==> src/rtl/seg_addr_gen.sv <==
// Physical address generator: segment select (with one-shot data override) and (seg<<4)+offset,
// presented through a single registered valid/ready stage. Optional SEG_ADDR_WRAP_FLAG_EN adds pa_wrap.
module seg_addr_gen #(
  parameter int SEG_W = 8,
  parameter int OFF_W = 8,
  parameter int PA_W  = SEG_W + 4
) (
  input  logic             clk,
  input  logic             rst,
  input  logic [SEG_W-1:0] CS,
  input  logic [SEG_W-1:0] DS,
  input  logic [SEG_W-1:0] SS,
  input  logic [SEG_W-1:0] ES,
  input  logic             req_valid,
  output logic             req_ready,
  input  logic [1:0]       req_kind,
  input  logic [OFF_W-1:0] req_offset,
  input  logic             ovr_valid,
  input  logic [1:0]       ovr_seg,
  output logic             pa_valid,
  input  logic             pa_ready,
  output logic [PA_W-1:0]  pa,
`ifdef SEG_ADDR_WRAP_FLAG_EN
  output logic             pa_wrap,
`endif
  output logic [1:0]       pa_seg
);

  typedef enum logic {
    S_IDLE,
    S_ARMED
  } ovr_state_t;

  localparam logic [1:0] KIND_DATA = 2'b01;

  ovr_state_t r_state, w_state_nxt;
  logic [1:0]       r_ovr_seg, w_ovr_seg_nxt;
  logic             r_pa_valid;
  logic [PA_W-1:0]  r_pa;
  logic [1:0]       r_pa_seg;

  logic             w_accept;
  logic             w_data_accept;
  logic [1:0]       w_sel;
  logic [SEG_W-1:0] w_seg_val;
  logic [PA_W:0]    w_sum;

  assign req_ready     = !r_pa_valid || pa_ready;
  assign w_accept      = req_valid && req_ready;
  assign w_data_accept = w_accept && (req_kind == KIND_DATA);

  // A same-cycle override pulse beats any latched segment; overrides only touch data accesses.
  always_comb begin
    w_sel = req_kind;
    if (req_kind == KIND_DATA) begin
      if (ovr_valid)
        w_sel = ovr_seg;
      else if (r_state == S_ARMED)
        w_sel = r_ovr_seg;
    end
  end

  always_comb begin
    w_seg_val = CS;
    case (w_sel)
      2'b00:   w_seg_val = CS;
      2'b01:   w_seg_val = DS;
      2'b10:   w_seg_val = SS;
      default: w_seg_val = ES;
    endcase
  end

  assign w_sum = (PA_W+1)'({w_seg_val, 4'b0000}) + (PA_W+1)'(req_offset);

  always_comb begin
    w_state_nxt   = r_state;
    w_ovr_seg_nxt = r_ovr_seg;
    if (w_data_accept) begin
      w_state_nxt = S_IDLE;
    end else if (ovr_valid) begin
      w_state_nxt   = S_ARMED;
      w_ovr_seg_nxt = ovr_seg;
    end
  end

  always_ff @(posedge clk) begin
    if (rst) begin
      r_state   <= S_IDLE;
      r_ovr_seg <= '0;
    end else begin
      r_state   <= w_state_nxt;
      r_ovr_seg <= w_ovr_seg_nxt;
    end
  end

  always_ff @(posedge clk) begin
    if (rst) begin
      r_pa_valid <= 1'b0;
      r_pa       <= '0;
      r_pa_seg   <= '0;
    end else if (w_accept) begin
      r_pa_valid <= 1'b1;
      r_pa       <= w_sum[PA_W-1:0];
      r_pa_seg   <= w_sel;
    end else if (pa_ready) begin
      r_pa_valid <= 1'b0;
    end
  end

`ifdef SEG_ADDR_WRAP_FLAG_EN
  logic r_pa_wrap;
  always_ff @(posedge clk) begin
    if (rst)
      r_pa_wrap <= 1'b0;
    else if (w_accept)
      r_pa_wrap <= w_sum[PA_W];
  end
  assign pa_wrap = r_pa_wrap;
`endif

  assign pa_valid = r_pa_valid;
  assign pa       = r_pa;
  assign pa_seg   = r_pa_seg;

endmodule

==> config.mk <==
export PLATFORM = sky130hd
export DESIGN_NAME = seg_addr_gen
export DESIGN_NICKNAME = d
export VERILOG_FILES = /design/src/rtl/seg_addr_gen.sv
export SDC_FILE = /design/constraint.sdc
export NUM_CORES = 1
export LEC_CHECK = 0
export CAP_MARGIN = 10
export CORE_MARGIN = 5
export CORE_UTILIZATION = 41
export DETAILED_ROUTE_END_ITERATION = 10
export HOLD_SLACK_MARGIN = 0.05
export PLACE_DENSITY = 0.85
export SKIP_CTS_REPAIR_TIMING = 1
export SYNTH_ARGS = -nofsm -noshare
export SYNTH_HDL_FRONTEND = slang
export SYNTH_SLANG_ARGS = --single-unit
==> constraint.sdc <==
create_clock -name clk -period 9.55 [get_ports clk]
set_input_delay 1.4325 -clock clk [delete_from_list [all_inputs] [get_ports clk]]
set_output_delay 1.4325 -clock clk [all_outputs]
set_load 0.01 [all_outputs]
==> impl_metrics.ini, run 1 <==
[critical_path]
critPathKind = primary input to flip-flop
crit_arrival_ns = 5.28
crit_fanout = 12
cp_cell_sequence = clkdlybuf4s50_1, inv_1, o311ai_2, mux4_1, ha_1, a21o_1, a21oi_1, and2b_2, o211ai_2, or4_1, a311oi_1
max_stage_delay_ns = 0.88
cp-start-kind = primary input
critPathRequiredTime_ns = 9.74
crit_family = compound AO/OA/AOI/OAI gates
cp-end-kind = flip-flop
crit_slowest_cell = o311ai_2
path_buf_inv = 2

[drt]
top_layer = met4
wl_met2_um = 1710
wl_per_cell_um = 14.7
drt-met1-wl_um = 1210
dr_wl_met3_um = 262
viasPerCell = 5.47
antenna_left = 0
dr.pass1.iters = 4
drc_errors = 0
drt_wl_total_um = 3200
num_vias = 1188
drt-initial-drc-count = 30

[floorplanning]
dieArea_mm2 = 0.00403
start_util_pct = 42.5
ios = 65
coreArea_mm2 = 0.00276
row_count = 19
die_h_um = 63.4
die_w_um = 63.4

[global_route]
grt_pass1_wl_um = 5290
grt_usage_pct = 15.8
grt_pass1_vias = 1309
gr-total-overflow = 0
grt_start_max_net_pins = 19
antenna_found_initial = 0

[power]
irDropWorstVdd_mv = 0.109
power_mw = 0.210
p_sw_share_pct = 27.7
p_sw_mw = 0.0581
power_density_mw_per_mm2 = 115
p_leak_nw = 0.727
seq_power_share_pct = 40.5
p_int_mw = 0.152
comb_power_share_pct = 37.8
p_clk_share_pct = 21.8

[cells_and_area]
nFillCells = 246
layout-drive-gt1-share_pct = 8.06
final_nets = 241
syn_to_final_growth_pct = 55.4
fin_util_pct = 66.0
regArea_um2 = 360
multi_input_area_um2 = 729
num_antenna_cells = 0

[place]
routabilityCongestion = 0.798
pre_cts_slack_ns = 4.16
dp_hpwl_um = 2670
io_buffer_count = 64

[timing]
timing.final.ws_setup_ns = 4.46
fin_crit_ns = 5.09
fin_worst_skew_ns = 0.00192
final_max_slew_viol_count = 0
fin_setup_tns_ns = 0
post-route-period-util_pct = 53.3
worst_pin_slew_ns = 1.04
finalSetupViolCount = 0
slew_headroom_pct = 30.6
hold_violations = 0
rsz0062_at_grt = false
max_clock_freq_ghz = 0.196

[clocking]
insertion_delay_ns = 0.29
htree_levels = 1
clkTransAtPathRegs_ns = 0.10
cts.sinks = 18
clk_path_buf_depth = 2
cts_root_buffer = clkbuf_4
cts_made_buffers = 3
cts_tree = done

[synthesis]
yosys_most_used_dff = dfxtp_1
synth_area_mm2 = 0.00117
synth_warnings = 0
yosysSeqAreaShare_pct = 30.8
synth.avg_cell_area_um2 = 9.37
synthTopCellsByCount = 23 x nand2_1, 18 x dfxtp_1, 14 x a21oi_1
ys_ff_latch = 18
synthArstFlopShare_pct = 0
synth_most_common_cell = nand2_1
synth_area_leaders = dfxtp_1 31%, mux4_1 11%, nand2_1 7.4%
yosysTopAreaCell = dfxtp_1
yosysTopAreaCellShare_pct = 30.8
syn_nets = 179
synth_edf_count = 0
synth_cell_types = 40
syn_inst = 125

[job]
cap_violations = 0

[run_status]
outcome = complete, no violations

[min_path]
min_path_type = flip-flop to flip-flop
-- registers in the layout (all words and copies together), names as in the netlist --
name and count:
pa 12, pa_seg 2, r_ovr_seg 2, pa_valid 1, r_state 1
-- final cells by class --
| cell class | instances | share of cell area [%] |
|---|---|---|
| Multi-Input combinational cell | 96 | 40.1 |
| Timing Repair Buffer | 64 | 35.2 |
| Sequential cell | 18 | 19.8 |
| Tap cell | 31 | 2.13 |
| Clock buffer | 4 | 1.99 |
| Inverter | 4 | 0.825 |
-- routing by layer --
layer / GRT usage (%) / vias to the layer above
li1: - / 588
met3: 6.75 / 2
met5: 0 / -
met4: 3.38 / 0
met1: 15.9 / 550
met2: 29.6 / 48
-- logic make-up (layout without fill, tap and decap cells) --
kind of cell             count (synthesis)  after routing  synth area share, %
AO/OA/AOI/OAI                           33             33                 21.2
XOR/XNOR                                 3              3                 2.24
buffers and inverters                   11             72                 6.94
flip-flops                              18             18                 30.8
AND/OR/NAND/NOR                         48             48                 20.0
adder cells (fa/ha/maj)                  5              5                 5.98
multiplexers                             7              7                 12.9
-- placed cells by master, fill, tap and decap left out, types with 3 or more instances in the layout --
master           Yosys  layout
a21oi_1             14      14
nor2_1              11      11
ha_1                 4       4
clkbuf_4             0       3
a211oi_1             4       4
xnor2_1              3       3
clkdlybuf4s50_1      0      64
mux4_1               5       5
dfxtp_1             18      18
nand2_1             23      23
inv_1                4       4
-- per-stage QoR --
stage	std cells	hold slack [ns]	instance area [um2]
2_1_floorplan	125	0.452	1170
3_3_place_gp	213	0.441	1780
3_5_place_dp	213	0.453	1780
4_1_cts	217	0.468	1820
5_1_grt	217	0.491	1820
6_report	217	0.463	1820
-- power by group through the flow --
stage	Clock [mW]	Combinational (mW)	Sequential, mW
finish	0.0456	0.0792	0.0848
detailed placement	0	0.0795	0.0866
CTS	0.0473	0.0800	0.0849
global route	0.0497	0.0872	0.0856
floorplan	0	0.0408	0.0888
global placement	0	0.0772	0.0861
-- worst register-to-register path: stages, from the launching register on --
cell and delay, ns:
dfxtp_1 0.33, or4b_1 0.54, o311ai_2 0.29, mux4_1 0.71, ha_1 0.30, a21o_1 0.11
a21oi_1 0.09, and2b_2 0.22, o211ai_2 0.10, or4_1 0.54, a311oi_1 0.28
-- path summary, 6_finish.rpt --
check	startpoint	endpoint	slack (ns)	depth (start not counted)
worst max-delay path	ovr_valid	pa[11]	4.46	11
worst min-delay path	pa[0]	pa[0]	0.46	2
worst max register to register	r_ovr_seg[0]	pa[11]	5.96	10
worst min register to register	pa[0]	pa[0]	0.46	2
No activity file was read; power rests on OpenSTA's default activity.
==> inputs of run 2 (changes only) <==
--- a/config.mk
+++ b/config.mk
@@ -7,10 +7,10 @@
 export LEC_CHECK = 0
 export CAP_MARGIN = 10
 export CORE_MARGIN = 5
-export CORE_UTILIZATION = 41
+export CORE_UTILIZATION = 35
 export DETAILED_ROUTE_END_ITERATION = 10
 export HOLD_SLACK_MARGIN = 0.05
-export PLACE_DENSITY = 0.85
+export PLACE_DENSITY = 0.77
 export SKIP_CTS_REPAIR_TIMING = 1
 export SYNTH_ARGS = -nofsm -noshare
 export SYNTH_HDL_FRONTEND = slang
==> constraint.sdc (replaced) <==
create_clock -name clk -period 4.28 [get_ports clk]
set_input_delay 0.642 -clock clk [delete_from_list [all_inputs] [get_ports clk]]
set_output_delay 0.642 -clock clk [all_outputs]
set_load 0.01 [all_outputs]
==> impl_metrics.ini, run 2 (synthesis gave the netlist of run 1 again) <==
[cells_and_area]
fin_util_pct = 56.7
syn_to_final_growth_pct = 59.0
final_common_cell = clkdlybuf4s50_1
final_nets = 244
final_cell_mix = 64 x clkdlybuf4s50_1, 23 x nand2_1, 18 x dfxtp_1
fin_cells = 235
largest_reg_flops = 12
num_antenna_cells = 0
layout-drive-gt1-share_pct = 9.52

[clocking]
cts.sinks = 18
clkTransAtPathRegs_ns = 0.09
cts_made_buffers = 3
cts_root_buffer = clkbuf_4
htree_levels = 1
cts_tree = done
clk_path_buf_depth = 2
insertion_delay_ns = 0.29

[critical_path]
cp-end-kind = flip-flop
crit_fanout = 6
crit_arrival_ns = 4.21
cp-start-kind = primary input
critPathKind = primary input to flip-flop
critPathRequiredTime_ns = 4.47

[floorplanning]
ios = 65
die_h_um = 67.8
start_util_pct = 35.7
coreArea_mm2 = 0.00328
dieArea_mm2 = 0.00460
row_count = 21
die_w_um = 67.8

[job]
cap_violations = 0

[power]
p_sw_mw = 0.130
p_leak_nw = 0.741
p_sw_share_pct = 27.7
p_int_mw = 0.341
p_clk_share_pct = 21.8
comb_power_share_pct = 38.1
seq_power_share_pct = 40.1
power_density_mw_per_mm2 = 253
power_mw = 0.471
irDropWorstVdd_mv = 0.184

[drt]
viasPerCell = 5.07
dr.pass1.iters = 4
drt-initial-drc-count = 31
num_vias = 1191
antenna_left = 0
drt_wl_total_um = 3290
wl_per_cell_um = 14.0
drc_errors = 0

[run_status]
outcome = complete, no violations

[place]
dp_hpwl_um = 2720
routabilityCongestion = 0.842
io_buffer_count = 64
dp_cells = 231

[timing]
slew_headroom_pct = 55.3
post-route-period-util_pct = 93.8
finalSetupViolCount = 0
max_clock_freq_ghz = 0.249
fin_worst_skew_ns = 0.00399
fin_hold_ws_ns = 0.456
worst_pin_slew_ns = 0.670
final_max_slew_viol_count = 0
fin_crit_ns = 4.01
hold_violations = 0
rsz0062_at_grt = false

[global_route]
grt_pass1_vias = 1182
antenna_found_initial = 0
grt_pass1_wl_um = 5300
grt_usage_pct = 15.2
grt_start_max_net_pins = 19
gr-total-overflow = 0

[min_path]
min_path_type = flip-flop to flip-flop
## run 2: metal layers
layer,up-vias,part of all wire (%),global-route usage [%]
met1,544,41,17.5
li1,591,-,-
met3,4,8.4,4.93
met4,0,0.82,2.98
met5,-,0,0
met2,52,50,27.7
## run 2: area by class of cell
| type | instances | area [um2] |
|---|---|---|
| clock buffer | 4 | 36.3 |
| fill | 300 | 1420 |
| timing repair buffer | 67 | 663 |
| tap | 46 | 57.6 |
| inverter | 4 | 15.0 |
| multi-input combinational | 96 | 729 |
| sequential | 18 | 360 |
## run 2: power by group through the flow
stage / registers [mW] / logic [mW] / clock network, mW
2_1_floorplan: 0.198 / 0.0910 / 0
3_3_place_gp: 0.192 / 0.177 / 0
3_5_place_dp: 0.193 / 0.180 / 0
4_1_cts: 0.189 / 0.181 / 0.108
5_1_grt: 0.191 / 0.196 / 0.118
6_report: 0.189 / 0.179 / 0.103
## run 2: critical path: stages
cell	delay (ns)
clkdlybuf4s50_1	0.52
inv_1	0.08
o311ai_2	0.61
mux4_1	0.70
ha_1	0.31
a21o_1	0.10
a21oi_1	0.08
and2b_2	0.22
o211ai_2	0.10
or4_1	0.54
a311oi_1	0.29
## run 2: path summary, 6_finish.rpt
kind / startpoint / end / slack (ns) / cells past startpoint
max: ovr_valid / pa[11] / 0.27 / 11
min: pa[8] / pa[8] / 0.46 / 2
min reg2reg: pa[8] / pa[8] / 0.46 / 2
max reg2reg: r_ovr_seg[0] / pa[11] / 0.77 / 10
## run 2: stage by stage
stage,setup TNS [ns],setup slack (ns),area (um2)
after floorplan,0,0.618,1170
after global placement,0,0.122,1830
final,0,0.266,1860
after detailed placement,-0.0457,-0.0457,1830
after CTS,0,0.275,1860
after global routing,0,0.0907,1860
